[config.mk]
export PLATFORM = sky130hd
export DESIGN_NAME = spi_slave_tx_fifo
export DESIGN_NICKNAME = d
export VERILOG_FILES = /design/src/rtl/spi_slave_pkg.sv /design/src/rtl/spi_fifo_ram.sv /design/src/rtl/spi_slave_tx_fifo.sv
export SDC_FILE = /design/constraint.sdc
export NUM_CORES = 1
export LEC_CHECK = 0
export BUFFER_PORTS_ARGS = -buffer_cell sky130_fd_sc_hd__buf_2
export CAP_MARGIN = 10
export CELL_PAD_IN_SITES_DETAIL_PLACEMENT = 1
export CELL_PAD_IN_SITES_GLOBAL_PLACEMENT = 1
export CORE_ASPECT_RATIO = 0.75
export CORE_MARGIN = 3
export CORE_UTILIZATION = 50
export DETAILED_ROUTE_END_ITERATION = 10
export PLACE_DENSITY = 0.79
export SETUP_SLACK_MARGIN = 0.2
export SKIP_LAST_GASP = 1
export SYNTH_ARGS = -nofsm -noshare
export SYNTH_HDL_FRONTEND = slang
export SYNTH_HIERARCHICAL = 1
export SYNTH_SLANG_ARGS = --single-unit
[constraint.sdc]
create_clock -name clk -period 7.4 [get_ports clk]
set_clock_uncertainty 0.1 [all_clocks]
set_input_delay 0 -clock clk [delete_from_list [all_inputs] [get_ports clk]]
set_output_delay 0 -clock clk [all_outputs]
set_load 0.02 [all_outputs]
[src/rtl/spi_slave_pkg.sv]
// Shared constants and types for the SPI slave transmit FIFO.
// Pointer widths are derived from the depth through clog2.
package spi_slave_pkg;

    function automatic int clog2(input int n);
        int r;
        r = 0;
        while ((1 << r) < n) r = r + 1;
        return r;
    endfunction

    localparam int FIFO_DEPTH_C = 16;

    // Extra MSB is the wrap bit that separates full from empty.
    typedef logic [clog2(FIFO_DEPTH_C):0] fifo_ptr_t;

endpackage

[src/rtl/spi_fifo_ram.sv]
// Simple dual-port RAM with a synchronous write port and a registered read port.
// The read register doubles as the FIFO data output.
module spi_fifo_ram
    import spi_slave_pkg::*;
#(
    parameter int DATA_WIDTH_G = 8,
    parameter int DEPTH_G = 16
) (
    input  logic                        clk,
    input  logic                        rst,
    input  logic                        we,
    input  logic [clog2(DEPTH_G)-1:0]   waddr,
    input  logic [DATA_WIDTH_G-1:0]     wdata,
    input  logic                        re,
    input  logic [clog2(DEPTH_G)-1:0]   raddr,
    output logic [DATA_WIDTH_G-1:0]     rdata
);

    logic [DATA_WIDTH_G-1:0] mem [DEPTH_G];

    always_ff @(posedge clk) begin
        if (we) mem[waddr] <= wdata;
    end

    // Read-first: a read and write to the same slot returns the old word.
    always_ff @(posedge clk or negedge rst) begin
        if (!rst) begin
            rdata <= '0;
        end else if (re) begin
            rdata <= mem[raddr];
        end
    end

endmodule

[src/rtl/spi_slave_tx_fifo.sv]
// Host-side transmit FIFO feeding spi_slave's request/data port group.
// Pointers, registered flags, fill level and event pulses live here.
module spi_slave_tx_fifo
    import spi_slave_pkg::*;
#(
    parameter int DATA_WIDTH_G = 8,
    parameter int DEPTH_G = 16,
    parameter int ALMOST_FULL_G = 12
) (
    input  logic                      clk,
    input  logic                      rst,
    input  logic                      flush,
    input  logic                      wr_en,
    input  logic [DATA_WIDTH_G-1:0]   wr_data,
    output logic                      full,
    output logic                      almost_full,
    output logic                      overflow,
    input  logic                      fifo_req_data,
    output logic [DATA_WIDTH_G-1:0]   fifo_din,
    output logic                      fifo_din_valid,
    output logic                      fifo_empty,
    output logic                      underflow,
    output logic [clog2(DEPTH_G):0]   used
);

    localparam int AW = clog2(DEPTH_G);
    localparam logic [AW:0] AF_C = (AW+1)'(ALMOST_FULL_G);

    logic [AW:0] wr_ptr;
    logic [AW:0] rd_ptr;
    logic [AW:0] wr_nxt;
    logic [AW:0] rd_nxt;
    logic [AW:0] used_nxt;
    logic        rd_ok;
    logic        wr_ok;
    logic        full_nxt;

    // A read frees a slot in the same cycle, so a write to a full FIFO
    // is accepted when paired with a valid read.
    always_comb begin
        rd_ok    = fifo_req_data && !fifo_empty && !flush;
        wr_ok    = wr_en && !flush && (!full || rd_ok);
        wr_nxt   = flush ? '0 : wr_ptr + (AW+1)'(wr_ok);
        rd_nxt   = flush ? '0 : rd_ptr + (AW+1)'(rd_ok);
        used_nxt = wr_nxt - rd_nxt;
        full_nxt = (wr_nxt[AW] != rd_nxt[AW]) &&
                   (wr_nxt[AW-1:0] == rd_nxt[AW-1:0]);
    end

    always_ff @(posedge clk or negedge rst) begin
        if (!rst) begin
            wr_ptr         <= '0;
            rd_ptr         <= '0;
            used           <= '0;
            full           <= 1'b0;
            almost_full    <= 1'b0;
            fifo_empty     <= 1'b1;
            fifo_din_valid <= 1'b0;
            overflow       <= 1'b0;
            underflow      <= 1'b0;
        end else begin
            wr_ptr         <= wr_nxt;
            rd_ptr         <= rd_nxt;
            used           <= used_nxt;
            full           <= full_nxt;
            almost_full    <= used_nxt >= AF_C;
            fifo_empty     <= wr_nxt == rd_nxt;
            fifo_din_valid <= rd_ok;
            overflow       <= wr_en && !flush && full && !rd_ok;
            underflow      <= fifo_req_data && !flush && fifo_empty;
        end
    end

    spi_fifo_ram #(
        .DATA_WIDTH_G (DATA_WIDTH_G),
        .DEPTH_G      (DEPTH_G)
    ) u_ram (
        .clk   (clk),
        .rst   (rst),
        .we    (wr_ok),
        .waddr (wr_ptr[AW-1:0]),
        .wdata (wr_data),
        .re    (rd_ok),
        .raddr (rd_ptr[AW-1:0]),
        .rdata (fifo_din)
    );

endmodule

# Yosys cells after proc, flatten, opt, wreduce, memory -nomap -nowiden
# Memories as Yosys holds them, arrays and structs flattened. A register that Yosys moved wholly into a read port is not among the register bits.
# Cells that the tools add are included.
[word_totals]
mem_bits_ro = 0
mem_bits_rw = 128
memories = 1
out_inout_bits = 19
latch_bits = 0
register_bits = 21
[op_classes]
order_cmp = 1
multipliers = 0
n_eq_ne = 3
n_addsub = 3
n_div = 0
reduce_logical = 15
bitwise_logic = 0
n_mux = 4
n_shift = 0
[memory_table]
columns = ["memory", "words", "word_bits", "rd", "rd_clocked_by_memory_dff", "write_ports", "line_no", "text"]
rows = [
  ["u_ram.mem", 16, 8, 1, 1, 1, "spi_fifo_ram.sv:19", "logic [DATA_WIDTH_G-1:0] mem [DEPTH_G];"],
]
[op_table]
columns = ["cell", "n"]
rows = [
  ["adder 5 x 1 -> 5 bit", 2],
  ["2-to-1 mux 5 bit", 2],
  ["logical AND 1 bit", 9],
  ["equality test 5 bit", 1],
  ["greater-or-equal comparator 5 x 4 -> 1 bit (second input constant)", 1],
  ["logical NOT 1 bit", 5],
  ["subtractor 5 bit", 1],
  ["equality test 4 bit", 1],
  ["2-to-1 mux 1 bit", 2],
  ["logical OR 1 bit", 1],
  ["!= test 1 bit", 1],
]

# Depth between registers and ports, before layout
[depth]
depth_word = 9
depth_mapped = 12
mapped_depth_nobuf = 12

# Cells and area by module
# Netlist, hierarchy kept.
[modules_own_cells]
columns = ["module", "n_inst", "area_each_um2", "seq_area_each_um2", "cells_per_inst"]
rows = [
  ["spi_fifo_ram", 1, 5331.4, 4043.9, 240],
  ["spi_slave_tx_fifo", 1, 1058.5, 526.8, 87],
]

# Worst setup path before layout
# OpenSTA, ideal clock, no wires.
[synth_timing]
path_type = "register to register"
start = "reg fifo_empty"
end = "reg almost_full"
required_ns = 7.169
path_slack_ns = 4.284
setup_time_ns = 0.131
stages_incl_launch_ff = 13
n_path_buf = 0
period_less_slack_ns = 3.116
arrival_time_ns = 2.885
cell_sequence = "dfstp_2 -> nor3b_1 -> nor2b_1 -> nor3b_1 -> ha_1 -> ha_1 -> xnor2_1 -> nor2_1 -> ha_1 -> and2b_2 -> o21a_1 -> nor4_1 -> mux2i_1"
[synth_via]
elab_chain_len = 9
elab_cells_between_ends = 11
classes_between = "3 x add/sub; 1 x order compare; 2 x mux; 5 x reduce/logical"
[synth_lines]
columns = ["item", "line_no", "text"]
rows = [
  ["start: declaration", "spi_slave_tx_fifo.sv:21", "output logic fifo_empty,"],
  ["start signal: assignment", "spi_slave_tx_fifo.sv:67", "fifo_empty <= wr_nxt == rd_nxt;"],
  ["logical NOT 1 bit", "spi_slave_tx_fifo.sv:41", "rd_ok = fifo_req_data && !fifo_empty && !flush;"],
  ["logical AND 1 bit (2 in series)", "spi_slave_tx_fifo.sv:41", ""],
  ["named net rd_ok", "spi_slave_tx_fifo.sv:34", "logic rd_ok;"],
  ["logical OR 1 bit", "spi_slave_tx_fifo.sv:42", "wr_ok = wr_en && !flush && (!full || rd_ok);"],
  ["logical AND 1 bit", "spi_slave_tx_fifo.sv:42", ""],
  ["named net wr_ok", "spi_slave_tx_fifo.sv:35", "logic wr_ok;"],
  ["adder 5 x 1 -> 5 bit", "spi_slave_tx_fifo.sv:43", "wr_nxt = flush ? '0 : wr_ptr + (AW+1)'(wr_ok);"],
  ["2-to-1 mux 5 bit", "spi_slave_tx_fifo.sv:43", ""],
  ["named net wr_nxt[2]", "spi_slave_tx_fifo.sv:31", "logic [AW:0] wr_nxt;"],
  ["subtractor 5 bit", "spi_slave_tx_fifo.sv:45", "used_nxt = wr_nxt - rd_nxt;"],
  ["greater-or-equal comparator 5 x 4 -> 1 bit", "spi_slave_tx_fifo.sv:66", "almost_full <= used_nxt >= AF_C;"],
  ["end signal: assignment", "spi_slave_tx_fifo.sv:56", "almost_full <= 1'b0;"],
  ["end signal: assignment", "spi_slave_tx_fifo.sv:66", ""],
  ["end: declaration", "spi_slave_tx_fifo.sv:16", "output logic almost_full,"],
]
# The timed path passes the listed nets, and every way through them passes these cells.

# Worst setup path in the final report
[layout_timing]
start = "in flush"
end = "reg almost_full"
[layout_via]
elab_chain_len = 8
elab_cells_between_ends = 11
classes_between = "3 x add/sub; 1 x order compare; 2 x mux; 5 x reduce/logical"
[layout_lines]
columns = ["item", "line_no", "text"]
rows = [
  ["start: declaration", "spi_slave_tx_fifo.sv:12", "input logic flush,"],
  ["logical NOT 1 bit", "spi_slave_tx_fifo.sv:41", ""],
  ["logical AND 1 bit", "spi_slave_tx_fifo.sv:41", ""],
  ["named net rd_ok", "spi_slave_tx_fifo.sv:34", ""],
  ["logical OR 1 bit", "spi_slave_tx_fifo.sv:42", ""],
  ["logical AND 1 bit", "spi_slave_tx_fifo.sv:42", ""],
  ["named net wr_ok", "spi_slave_tx_fifo.sv:35", ""],
  ["adder 5 x 1 -> 5 bit", "spi_slave_tx_fifo.sv:43", ""],
  ["2-to-1 mux 5 bit", "spi_slave_tx_fifo.sv:43", ""],
  ["named net wr_nxt[2]", "spi_slave_tx_fifo.sv:31", ""],
  ["subtractor 5 bit", "spi_slave_tx_fifo.sv:45", ""],
  ["greater-or-equal comparator 5 x 4 -> 1 bit", "spi_slave_tx_fifo.sv:66", ""],
]
# The timed path passes the listed nets, and every way through them passes these cells.

==> flow_metrics.tcl <==
set metrics [dict create \
    final_common_cell "edfxtp_1" \
    p_leak_nw 2.65 \
    n_fill_cell 1080 \
    synth.distinct_cells 44 \
    ys_seq_elements 157 \
    ys_warn_count 6 \
    maxSlewViolCount 0 \
    syn-mean-instance-area_um2 19.5 \
    status "complete, no violations" \
    layout.nets 404 \
    io_pins 32 \
    fmax_ghz 0.275 \
    cp-end-kind "flop" \
    rrSetupSlack_ns 3.77 \
    grt_max_degree 36 \
    stdcell_count 561 \
    worstReg2RegStart "fifo_empty" \
    gp_congestion 0.789 \
    start_kind "input pin" \
    vias 3244 \
    post_cts_buffers 0 \
    grt_pass1_vias 3441 \
    grtUsageTotal 0.211 \
    avgViaCountPerCell 5.78 \
    tns_ns 0 \
    port-buffer-count 31 \
    routed_wl_um 13900 \
    die-area_um2 14200 \
    initial_utilization 0.516 \
    max-vdd-ir-drop_v 0.000197 \
    most-common-layout-cells "128 x edfxtp_1, 31 x buf_2, 28 x dfrtp_1" \
    synthCells 327 \
    post_drt_wl_per_cell_um 24.8 \
    fp.coreArea_um2 12400 \
    synth_ff_type "edfxtp_1" \
    hold_class "in2async" \
    post-route-drc-count 0 \
    async_flop_share 0.185 \
    place_hpwl_um 8620 \
    synth.top_cell.area_share 0.602 \
    rsz0062_at_grt "no" \
    drt_iter0_drc 326 \
    clock_path_buffers 2 \
    syn_nets 349 \
    cts_root_buf "clkbuf_16" \
    grt_pass1_wl_um 21600 \
    dr.pass1.iters 4 \
    antenna_cells 0 \
    p_per_area_nw_per_um2 282 \
    placed_cells_incl_taps 515 \
    antenna_found_initial 0 \
    fin_crit_sh 0.491 \
    arrival_ns 3.82 \
    synth_area_leader_cell "edfxtp_1" \
    layout_min_cycle_time_ns 3.63 \
    crit_fanout 20 \
    tritoncts "yes" \
    clk_pin_slew_ns 0.07 \
    layout-drive-gt1-share 0.294 \
    place_ws_ns 3.85 \
    clock_latency_ns 0.41 \
    cts.sinks 157 \
    cts-htree-levels 4 \
    cp-startpoint "flush" \
    setup_viol 0 \
    yosysSeqAreaShare 0.715 \
    maxCapViolCount 0 \
    required_ns 7.59 \
    numCtsBuffers 17 \
    grt_remaining_overflow 0 \
    syn_to_final_growth_pct 16.6 \
    criticalPathCategory "in2reg" \
    netlist_top_cells_area "edfxtp_1 60%, dfrtp_1 11%, mux4_2 9.2%" \
    netlist_area_um2 6390 \
    synth_enable_flop_cells 128 \
    slew_headroom 0.312 \
    setup_ws_ns 3.77 \
    hold_violations 0 \
    rows 35 \
    ant_nets 0 \
    die_h_um 104 \
    die_w_um 137 \
    worst_slew_pin_slew_ns 1.03 \
]
-- routing by layer --
| layer | vias to the layer above | GRT usage | wire length [um] |
|---|---|---|---|
| met5 | - | 0 | 0 |
| met4 | 0 | 0.0439 | 98 |
| met3 | 6 | 0.0493 | 485 |
| met2 | 71 | 0.326 | 6850 |
| met1 | 1759 | 0.313 | 6460 |
| li1 | 1408 | - | - |
-- timing repair --
action | in CTS | in global routing
gates resized for setup | 0 | 0
hold endpoints to repair | 166 | 0
setup endpoints to repair | 0 | 0
hold buffers | 14 | 0
-- per-stage QoR --
step | hold WS (ns) | utilization | instance area, um2 | total power [W]
finish | 0.0851 | 0.601 | 7450 | 0.00210
global route | 0.125 | 0.601 | 7450 | 0.00217
CTS | 0.0737 | 0.601 | 7450 | 0.00212
detailed placement | -0.0220 | 0.539 | 6680 | 0.00118
global placement | -0.0376 | 0.539 | 6680 | 0.00117
floorplan | -0.396 | - | 6390 | 0.00111
-- where the power goes --
group	internal (W)	leakage, nW	switching [W]	total (W)
combinational	0.0000602	0.823	0.000101	0.000161
clock	0.000573	0.298	0.000359	0.000932
sequential	0.000986	1.53	0.0000215	0.00101
-- path summary, 6_finish.rpt --
kind / to / depth (start not counted)
worst max-delay path: almost_full / 15
worst min-delay path: used[2] / 2
worst max register to register: almost_full / 13
worst min register to register: u_ram/rdata[5] / 2
max in group asynchronous: u_ram/rdata[7] / 2
min in group clk: wr_ptr[2] / 3
-- synthesized netlist by cell type (all sizes together) (3+ instances only) --
cell type  count
nor2          26
mux4          32
nand2b         7
a221oi         8
edfxtp       128
xor2           4
o22ai          8
nand3          5
mux2i          9
dfrtp         28
xnor2          4
inv            9
buf           14
nor2b          4
nand3b         3
nor3           4
ha             8
-- worst max-delay path, stage by stage --
cell and delay, ns:
dlygate4sd3_1 0.53, buf_2 0.21, nor3b_2 0.20, buf_4 0.29
nor2b_1 0.09, nor3b_1 0.47, ha_1 0.27, ha_1 0.21
xnor2_1 0.15, nor2_1 0.08, ha_1 0.39, a21oi_1 0.40
a2111oi_4 0.15, nor4_1 0.28, mux2i_1 0.11
-- kinds of logic after synthesis --
| kind of cell | share of synthesized area |
|---|---|
| buffers and inverters | 0.0260 |
| xor gates and xnor gates | 0.0139 |
| muxes | 0.135 |
| and+or+nand+nor | 0.0550 |
| adders and majority gates | 0.0188 |
| DFF | 0.715 |
| AOI/OAI and AO/OA | 0.0358 |
-- state kept, by name (all words and copies together) (netlist names), 5 cells and up --
| signal | cells |
|---|---|
| used | 5 |
| u_ram/rdata | 8 |
| wr_ptr | 5 |
| u_ram/mem | 128 |
| rd_ptr | 5 |
-- area by class of cell --
class,instances,area (um2),area share
flip-flops and latches,157,4570,0.613
multi-input cells,146,1660,0.223
clock buffers,18,429,0.0576
repair buffers,51,340,0.0457
clock inverters,14,208,0.0279
well taps,166,208,0.0279
inverters,9,33.8,0.00453
(Power assumes the default switching activity.)
